===== src/rtl/load_hazard_ctrl.sv =====
// load_hazard_ctrl: load-use hazard detector and pipeline-control FSM for the
// 5-stage pipeline. It drives the PC, IF/ID and ID/EX register controls.
// Load stalls last LOAD_STALL bubbles. A taken branch in EX flushes the pipe.
// mem_stall_req freezes the whole pipe.
// stall_count is a saturating count of load-use bubble cycles.
module load_hazard_ctrl #(
    parameter int REG_W      = 5,
    parameter int LOAD_STALL = 1,
    parameter int CNT_W      = 32
) (
    input  logic             clk,
    input  logic             rst,
    input  logic [REG_W-1:0] id_rs1,
    input  logic [REG_W-1:0] id_rs2,
    input  logic             id_use_rs1,
    input  logic             id_use_rs2,
    input  logic [REG_W-1:0] ex_rd,
    input  logic             ex_mem_read,
    input  logic             ex_branch_taken,
    input  logic             mem_stall_req,
    output logic             pc_write,
    output logic             ifid_write,
    output logic             ifid_flush,
    output logic             idex_bubble,
    output logic             stall_active,
    output logic [CNT_W-1:0] stall_count
);

    typedef enum logic {
        IDLE,
        LOAD_WAIT
    } state_t;

    // Remaining bubbles after the first one. A 3-bit field covers LOAD_STALL up to 7.
    localparam logic [2:0] STALL_INIT = 3'(LOAD_STALL - 1);

    state_t     state;
    state_t     state_next;
    logic [2:0] wait_cnt;
    logic [2:0] wait_cnt_next;
    logic       hz;

    // The ID instruction reads a register that the load in EX has not yet produced.
    // The use qualifiers stop unused source fields from causing stalls.
    assign hz = ex_mem_read && (ex_rd != '0) &&
                ((id_use_rs1 && (id_rs1 == ex_rd)) ||
                 (id_use_rs2 && (id_rs2 == ex_rd)));

    // Prioritised control: reset, then freeze, then flush, then a new stall,
    // then a continuing stall.
    always_comb begin
        pc_write      = 1'b1;
        ifid_write    = 1'b1;
        ifid_flush    = 1'b0;
        idex_bubble   = 1'b0;
        stall_active  = 1'b0;
        state_next    = state;
        wait_cnt_next = wait_cnt;
        if (!rst) begin
            state_next    = IDLE;
            wait_cnt_next = 3'd0;
        end else if (mem_stall_req) begin
            pc_write   = 1'b0;
            ifid_write = 1'b0;
        end else if (ex_branch_taken) begin
            ifid_flush    = 1'b1;
            idex_bubble   = 1'b1;
            state_next    = IDLE;
            wait_cnt_next = 3'd0;
        end else if (state == IDLE && hz) begin
            pc_write     = 1'b0;
            ifid_write   = 1'b0;
            idex_bubble  = 1'b1;
            stall_active = 1'b1;
            if (LOAD_STALL > 1) begin
                state_next    = LOAD_WAIT;
                wait_cnt_next = STALL_INIT;
            end
        end else if (state == LOAD_WAIT) begin
            pc_write      = 1'b0;
            ifid_write    = 1'b0;
            idex_bubble   = 1'b1;
            stall_active  = 1'b1;
            wait_cnt_next = wait_cnt - 3'd1;
            if (wait_cnt == 3'd1) begin
                state_next = IDLE;
            end
        end
    end

    // State register and wait counter.
    always_ff @(posedge clk or negedge rst) begin
        if (!rst) begin
            state    <= IDLE;
            wait_cnt <= 3'd0;
        end else begin
            state    <= state_next;
            wait_cnt <= wait_cnt_next;
        end
    end

    // Count load-use bubble cycles. The count stops at all-ones instead of wrapping.
    always_ff @(posedge clk or negedge rst) begin
        if (!rst) begin
            stall_count <= '0;
        end else if (stall_active && (stall_count != '1)) begin
            stall_count <= stall_count + CNT_W'(1);
        end
    end

endmodule


===== config.mk =====
export PLATFORM = sky130hd
export DESIGN_NAME = load_hazard_ctrl
export DESIGN_NICKNAME = d
export VERILOG_FILES = /design/src/rtl/load_hazard_ctrl.sv
export SDC_FILE = /design/constraint.sdc
export NUM_CORES = 1
export LEC_CHECK = 0
export ABC_AREA = 1
export ABC_CLOCK_PERIOD_IN_PS = 1800
export BUFFER_PORTS_ARGS = -buffer_cell sky130_fd_sc_hd__buf_2
export CAP_MARGIN = 0
export CORE_MARGIN = 1.5
export CORE_UTILIZATION = 50
export CTS_CLUSTER_SIZE = 12
export DETAILED_ROUTE_END_ITERATION = 10
export PLACE_DENSITY = 0.74
export SYNTH_ARGS = -nofsm -noshare
export SYNTH_HDL_FRONTEND = slang
export SYNTH_SLANG_ARGS = --single-unit

===== constraint.sdc =====
create_clock -name clk -period 1.8 [get_ports clk]
set_input_delay 0.36 -clock clk [delete_from_list [all_inputs] [get_ports clk]]
set_output_delay 0.36 -clock clk [all_outputs]
set_load 0.01 [all_outputs]

Word level (Yosys, flattened, before mapping) --
Index checks and enable logic that the tools add are counted.
Storage, ports and cells: register bits after elaboration 36, input bits 22, output and inout port bits 37, word-level logic and storage cells 50
Operators by class: add/subtract/negate cells 2, equality and inequality tests 7, muxes and demuxes 27, bitwise logic cells 1, reductions and logical operators 10
Operators by type and width (number):
- 32-bit by 1-bit adder with 32-bit output (second input constant) | 1
- 32-bit inequality test (second input constant) | 1
- 1-bit two-way mux | 22
- 3-bit two-way mux | 5
- 5-bit == test | 2
- 1-bit logical AND | 6
- 5-bit nonzero test | 1
- 3-bit by 1-bit == test with 1-bit output (second input constant) | 1
- 3-bit by 1-bit inequality test with 1-bit output (second input constant) | 1
- 3-bit inequality test (second input constant) | 1
- 3-bit AND reduction | 1
- 3-bit by 1-bit subtractor with 3-bit output (second input constant) | 1
- 2-bit inequality test (second input constant) | 1
- 2-bit AND reduction | 1
- 1-bit logical OR | 1
- 1-bit NOT | 1

Longest topological paths before layout --
Gate-level depths: netlist of run 1.
word-level depth 10, gate-level depth with buffers 12, mapped depth without buffers 11

Worst setup path after synthesis of run 1 --
Ideal clock, no wire load.
path kind input port to output port, start point input ex_rd[2], end point output pc_write, data arrival time 1.531 ns, data required time 1.440 ns, path slack -0.091 ns, stages on the path 9, buffers on the path 2, path through inv_1 nand4_1 o21ai_0 inv_1 nand2_1 nand2_1 buf_2 a21oi_1 buf_4
On the way: word-level cells in the longest chain between the ends 9, elaborated cells between the ends (all ways) 13, those cells by class 2 x eq/ne; 4 x mux; 7 x reduce/logical
RTL lines:
- from (decl) | RTL line 17 | input logic [REG_W-1:0] ex_rd,
- 5-bit == test, on equally long branches | RTL line 46, 47
- 1-bit logical AND, on equally long branches | RTL line 46, 47
- 1-bit logical OR | RTL line 46 | ((id_use_rs1 && (id_rs1 == ex_rd)) ||
- 1-bit logical AND (*) | RTL line 45 | assign hz = ex_mem_read && (ex_rd != '0) &&
- 1-bit logical AND (*) | RTL line 70 | end else if (state == IDLE && hz) begin
- 1-bit two-way mux (*) (4 in a row)
- to (decl) | RTL line 21 | output logic pc_write,
Mark *: on every way between the ends. The rest lies on a longest branch, timed or not.

Final worst setup path of run 1 --
start point register stall_count[13], end point register stall_count[28]
On the way: word-level cells in the longest chain between the ends 2, elaborated cells between the ends (all ways) 3, those cells by class 1 x add/sub; 1 x eq/ne; 1 x reduce/logical
RTL lines:
- from (decl) | RTL line 26 | output logic [CNT_W-1:0] stall_count
- from (signal assigned) | RTL line 107 | stall_count <= stall_count + CNT_W'(1);
- parallel branches: the longest is 2 deep, another holds 32-bit by 1-bit adder with 32-bit output
Parallel ways; which one is timed is not known. A chain may end at the register's enable or synchronous reset.

==> flow_summary.toml, run 1 <==
[cts]
hold_buf_cts = 0
clock_tree.root_cell = "sky130_fd_sc_hd__clkbuf_8"
htree_num_levels = 2
max_buffers_root_to_sink = 2
clock-sinks = 36
cts_made_buffers = 5
clk_latency_ns = 0.29
cts.reportedPaths.clkPinSlew_ns = 0.07
cts_tree = "built"

[yosys]
proportion_of_synthesized_chip_area_in_sequential_cells_pct = 31.9
synth.yosys.warnings = 0
netlist-cell-type-count = 29
synth_cells = 454
yosys-top-cells-area = "sky130_fd_sc_hd__dfrtp_1, sky130_fd_sc_hd__nand2_1, sky130_fd_sc_hd__nand4_1"
yosysTopAreaCellShare_pct = 31.9
synth_area_leader_cell = "sky130_fd_sc_hd__dfrtp_1"
synth.net_count = 479
synth.cell_area_um2 = 2820
synth-seq-cells = 36
synth.avg_cell_area_um2 = 6.21

[drt]
remaining_drc_errors = 0
dr.pass1.iters = 5
route.detailed.wl_per_inst_um = 13.2
routed_via_density = 5.29
antenna_violating_nets_post_route = 0
wirelength_um = 7930
route.vias.total = 3188
drtIter0Drc = 181

[floorplan]
die_area_um2 = 6100
boundaryPins = 59
row_count = 27
die_height_um = 78.1
core_region_area_um2 = 5470
initial_core_utilization_pct = 51.6
die_wd_um = 78.1

[setup_path]
worst-setup-path-type = "register to register"
crit_end_category = "register"
cp.required_ns = 1.98
critPathMaxFanout = 6
critical_path_arrival_ns = 1.90
critical_path.startpoint_type = "register"

[sta]
finalCritPeriodShare_pct = 95.8
final.hold.worst_slack_ns = 0.173
layout_min_cycle_time_ns = 1.73
worst-slew-pin-transition_ns = 0.470
peak_clock_frequency_supported_by_timing_ghz = 0.580
clock_skew_ns = 0.00847
timing.final.max_slew_violations = 0
slew_headroom_pct = 68.7
grt_setup_unrepaired = "true"
setup_viol = 0
timing_hold_violations_final = 0

[power_and_ir_drop]
power.leakage_nw = 1.87
power.switching_fraction_pct = 25.5
total_power_mw = 1.68
p_int_mw = 1.25
combPwrFrac_pct = 13.2
share_seq_of_total_power_pct = 49.3
worst_ir_drop_vdd_mv = 0.288
power_per_cell_area_nw_per_um2 = 475
power.net_switching_mw = 0.429
clock_power_share_pct = 37.5

[layout]
layout-area-overhead-vs-synth_pct = 25.4
n_antenna_cell = 0
finish.net_count = 556
drive_gt1_share_pct = 23.4
finish.cell_count_without_fillers = 603
filler_cell_count = 551

[global_routing]
via_count_of_the_first_global_routing_pass = 2879
pin_count_of_the_biggest_net_entering_global_routing = 45
grt_first_pass_wirelength_um = 13200
global_route.overflow_total = 0
antenna_violations_before_repair = 0
grtUsageTotal_pct = 27.0

[min_path]
worst_min_delay_path_category = "input port to async pin"

[placement]
place.gp.congestion = 1.02
placed_cells_incl_taps = 592
count_of_port_buffers_added_during_placement = 58
detailedPlacementHpwl_um = 5940

[flow_run]
maxCapViolCount = 0

[run_status]
status = "finished clean"
-- cells in the mapped netlist --
cell type / n
sky130_fd_sc_hd__nor2_4: 1
sky130_fd_sc_hd__nand4_1: 51
sky130_fd_sc_hd__nand2_1: 178
sky130_fd_sc_hd__dfrtp_1: 36
sky130_fd_sc_hd__o21ai_1: 2
sky130_fd_sc_hd__xnor2_1: 2
sky130_fd_sc_hd__nor3_1: 12
sky130_fd_sc_hd__a21oi_1: 4
sky130_fd_sc_hd__buf_4: 1
sky130_fd_sc_hd__nor2_2: 4
sky130_fd_sc_hd__nor4_2: 1
sky130_fd_sc_hd__inv_2: 5
sky130_fd_sc_hd__ha_1: 3
sky130_fd_sc_hd__inv_1: 58
sky130_fd_sc_hd__o21a_1: 1
sky130_fd_sc_hd__a21oi_2: 1
sky130_fd_sc_hd__o31ai_1: 1
sky130_fd_sc_hd__clkbuf_1: 3
sky130_fd_sc_hd__o21ai_0: 3
sky130_fd_sc_hd__buf_6: 2
sky130_fd_sc_hd__nand3_2: 2
sky130_fd_sc_hd__o22ai_1: 1
sky130_fd_sc_hd__nor2_1: 47
sky130_fd_sc_hd__xor2_1: 8
sky130_fd_sc_hd__nand4_2: 1
sky130_fd_sc_hd__buf_2: 6
sky130_fd_sc_hd__buf_1: 2
sky130_fd_sc_hd__nand3b_1: 4
sky130_fd_sc_hd__nand3_1: 14
-- through the flow --
| stage | utilization (%) | setup slack [ns] | instance area (um2) | TNS [ns] |
|---|---|---|---|---|
| 2_1_floorplan | - | 0.0196 | 2830 | 0 |
| 3_3_place_gp | 60.8 | 0.00791 | 3330 | 0 |
| 3_5_place_dp | 60.8 | -0.0312 | 3330 | -0.337 |
| 4_1_cts | 62.6 | 0.0207 | 3430 | 0 |
| 5_1_grt | 64.6 | -0.0687 | 3540 | -0.388 |
| 6_report | 64.6 | 0.0748 | 3540 | 0 |
-- timing repair --
action	in CTS	in global routing
setup buffers	0	4
endpoints found under the setup margin	1	31
pin swaps	0	11
resized for setup	1	26
-- flip-flops by register name, indices dropped and copies added, names as in the netlist --
name and flops:
wait_cnt 3, state 1, stall_count 32
-- critical path: stages, from the launching register on --
cell and delay [ns]:
sky130_fd_sc_hd__dfrtp_1 0.44, sky130_fd_sc_hd__nand2_1 0.15, sky130_fd_sc_hd__nor2_2 0.15, sky130_fd_sc_hd__nand2_1 0.10, sky130_fd_sc_hd__nor2_1 0.21, sky130_fd_sc_hd__nand3_1 0.16
sky130_fd_sc_hd__nor2_2 0.14, sky130_fd_sc_hd__nand4_1 0.12, sky130_fd_sc_hd__nand2_1 0.08, sky130_fd_sc_hd__nand2_1 0.05
-- final timing paths --
| check | start | endpoint | slack [ns] | cells past startpoint |
|---|---|---|---|---|
| worst max register to register | stall_count[13] | stall_count[28] | 0.07 | 9 |
| min in group clk | ex_branch_taken | wait_cnt[1] | 0.44 | 4 |
| max in group asynchronous | rst | stall_count[22] | 1.29 | 2 |
| worst max-delay path | stall_count[13] | stall_count[28] | 0.07 | 9 |
| worst min-delay path | rst | state | 0.17 | 2 |
| worst min register to register | wait_cnt[1] | wait_cnt[1] | 0.51 | 2 |
-- power groups by stage --
| stage | Sequential (mW) | Clock [mW] | Combinational (mW) |
|---|---|---|---|
| global route | 0.830 | 0.672 | 0.249 |
| global placement | 0.844 | 0 | 0.197 |
| detailed placement | 0.844 | 0 | 0.204 |
| finish | 0.829 | 0.630 | 0.222 |
| CTS | 0.829 | 0.644 | 0.204 |
| floorplan | 0.848 | 0 | 0.0999 |
-- area by class of cell --
type | count | area, um2 | area share (%)
Timing Repair Buffer | 84 | 542 | 15.3
Multi-Input combinational cell | 341 | 1670 | 47.3
Sequential cell | 36 | 901 | 25.5
Inverter | 63 | 236 | 6.69
Tap cell | 72 | 90.1 | 2.55
Clock buffer | 7 | 96.3 | 2.72
-- kinds of logic (layout without fill, tap and decap cells) --
family / after synthesis / after routing / share of synthesized area [%]
XOR/XNOR: 10 / 10 / 3.10
adder cells (fa/ha/maj): 3 / 3 / 1.33
flip-flops: 36 / 36 / 31.9
buffers and inverters: 77 / 154 / 11.2
AND/OR/NAND/NOR: 315 / 315 / 49.8
AO/OA/AOI/OAI: 13 / 13 / 2.66
-- per-layer routing --
layer	wire length, um	vias up	track usage (%)
li1	-	1613	-
met1	3410	1438	34.5
met2	3850	116	46.6
met3	453	21	3.26
met4	218	0	10.2
met5	0	-	0
-- placed cells by master (no fill, tap or decap), types with 4 or more instances in the layout --
cell type / instances
sky130_fd_sc_hd__nand4_1: 51
sky130_fd_sc_hd__buf_2: 53
sky130_fd_sc_hd__inv_1: 56
sky130_fd_sc_hd__nor3_1: 11
sky130_fd_sc_hd__nand3_1: 12
sky130_fd_sc_hd__buf_4: 25
sky130_fd_sc_hd__xor2_1: 8
sky130_fd_sc_hd__nand2_1: 172
sky130_fd_sc_hd__dfrtp_1: 36
sky130_fd_sc_hd__nand2_2: 4
sky130_fd_sc_hd__clkbuf_8: 7
sky130_fd_sc_hd__nand3b_1: 4
sky130_fd_sc_hd__nor2_2: 9
sky130_fd_sc_hd__nor2_1: 42
sky130_fd_sc_hd__nand3_2: 4
sky130_fd_sc_hd__inv_2: 7
(Power assumes the default switching activity.)
==> run 2, diff against run 1 <==
Settings changed: CORE_UTILIZATION 50 to 48, PLACE_DENSITY 0.74 to 0.71.
==> run 2 against run 1 <==
  * Hold slack improved by 0.014 ns
  * Largest cell class unchanged
  * Final cell count increased by 0.50%
  * Largest power group unchanged
  * Count of clock-buffer cells in the layout decreased by 2
  * Setup slack got worse by 0.019 ns
  * Sequential power about the same
  * Die area increased by 4.0%
  * Combinational power about the same
==> flow_summary.toml, run 2 (same netlist as run 1, synthesis figures left out) <==
[layout]
register_with_the_highest_flop_count = "stall_count"
final_util_pct = 64.3
n_antenna_cell = 0
finish.net_count = 558
layout_common_cells = "sky130_fd_sc_hd__nand2_1, sky130_fd_sc_hd__inv_1, sky130_fd_sc_hd__buf_2"
largest_register_ff_count = 32
layout-area-overhead-vs-synth_pct = 27.1
drive_gt1_share_pct = 25.5
reg.largest.list = "stall_count x32, wait_cnt x3, state x1"
finish.cell_count_without_fillers = 606
layout.cells.most_common = "sky130_fd_sc_hd__nand2_1"

[sta]
timing_hold_violations_final = 0
clock_skew_ns = 0.00737
layout_min_cycle_time_ns = 1.74
grt_setup_unrepaired = "true"
setup_slack_ns = 0.0558
timing.final.max_slew_violations = 0
final.hold.worst_slack_ns = 0.188
finalCritPeriodShare_pct = 96.9
peak_clock_frequency_supported_by_timing_ghz = 0.573
setup_viol = 0
slew_headroom_pct = 68.3
worst-slew-pin-transition_ns = 0.475

[setup_path]
cp.required_ns = 2.04
cp_max_delay_cell = "sky130_fd_sc_hd__dfrtp_1"
critical_path.most_common_cell = "sky130_fd_sc_hd__nand2_1"
worst-setup-path-type = "register to register"
timing.critical_path.cells = "ha_4 > nand3_4 > nor2_4 > nand3b_1 > nor2_2 > nand3_2 > nand4_4 > buf_6 > nand2_1 > nand2_1"
critPathMaxStageDelay_ns = 0.41
reg2reg_setup_slack_ns = 0.06
critical_path_arrival_ns = 1.99
reg2reg_from = "stall_count[1]"
critPathMaxFanout = 6
worstRegToRegCells = 10
crit_end_category = "register"
path_delay_family = "simple AND/OR/NAND/NOR gates"
regToRegEndpoint = "stall_count[31]"
timing.critical_path.buf_inv = 1
critical_path.startpoint_type = "register"

[cts]
clock-sinks = 36
cts.reportedPaths.clkPinSlew_ns = 0.08
htree_num_levels = 2
cts_tree = "built"
hold_buf_cts = 0
max_buffers_root_to_sink = 2
clock_tree.root_cell = "sky130_fd_sc_hd__clkbuf_8"
cts_made_buffers = 5
clk_latency_ns = 0.30

[placement]
count_of_port_buffers_added_during_placement = 58
place.gp.congestion = 0.975
pre_cts_ws_ns = -0.0268
detailedPlacementHpwl_um = 5950
placed_cells_incl_taps = 591

[global_routing]
grtUsageTotal_pct = 26.4
top_usage_layer = "met2"
globalRouteMet3Util_pct = 4.57
pin_count_of_the_biggest_net_entering_global_routing = 37
grt_util_met2_pct = 44.8
via_count_of_the_first_global_routing_pass = 2864
grt_first_pass_wirelength_um = 13100
globalRouteMet1Util_pct = 33.6
antenna_violations_before_repair = 0
global_route.overflow_total = 0

[floorplan]
die_wd_um = 79.7
die_height_um = 79.7
boundaryPins = 59
initial_core_utilization_pct = 50.6
die_area_um2 = 6350
row_count = 27
core_region_area_um2 = 5570

[drt]
route.vias.total = 3174
routed_via_density = 5.24
remaining_drc_errors = 0
dr.pass1.iters = 4
antenna_violating_nets_post_route = 0
route.detailed.wl_per_inst_um = 13.5
drtIter0Drc = 274
wirelength_um = 8210

[power_and_ir_drop]
total_power_mw = 1.65
power.leakage_nw = 1.87
worst_ir_drop_vdd_mv = 0.268
power_per_cell_area_nw_per_um2 = 460

[run_status]
status = "finished clean"

[flow_run]
maxCapViolCount = 0

[min_path]
worst_min_delay_path_category = "input port to async pin"
==> run 2: where the power goes <==
group | total, mW | internal, mW | switching (mW)
registers | 0.830 | 0.821 | 0.00891
logic | 0.220 | 0.0871 | 0.133
clock network | 0.600 | 0.270 | 0.330
==> run 2: layout make-up <==
class | count | area (um2)
fillers | 544 | 1990
multi-input cells | 341 | 1710
flip-flops and latches | 36 | 905
repair buffers | 86 | 552
inverters | 63 | 241
well taps | 72 | 90.1
clock buffers | 5 | 68.8
clock inverters | 3 | 18.8
==> run 2: per-stage QoR <==
| step | TNS [ns] | instance area [um2] |
|---|---|---|
| 3_3_place_gp | -0.00328 | 3290 |
| 6_report | 0 | 3590 |
| 2_1_floorplan | 0 | 2830 |
| 5_1_grt | -0.217 | 3590 |
| 4_1_cts | 0 | 3380 |
| 3_5_place_dp | -0.0353 | 3290 |
==> run 2: worst max-delay path by stage <==
stage                               from              end  slack (ns)  cells after the start
final                     stall_count[1]  stall_count[31]        0.06                     10
after global placement          ex_rd[4]      idex_bubble      -0.003                     12
after CTS                       ex_rd[4]      idex_bubble        0.02                     12
after floorplan                      rst      idex_bubble        0.02                      5
after detailed placement        ex_rd[4]      idex_bubble       -0.03                     12
after global routing      stall_count[1]  stall_count[30]       -0.03                     10
==> run 2: per-layer routing <==
metal  part of all wire (%)  wire length [um]  vias up
li1                       -                 -     1620
met1                     45              3710     1450
met2                     49              3990       92
met3                    4.4               363       12
met4                    1.8               144        0
met5                      0                 0        -
==> run 2: what timing repair did <==
action,in CTS,in global routing
buffers inserted,0,5
resized for setup,1,47
setup endpoints to repair,2,32
pin swaps,0,24
cloned,0,2
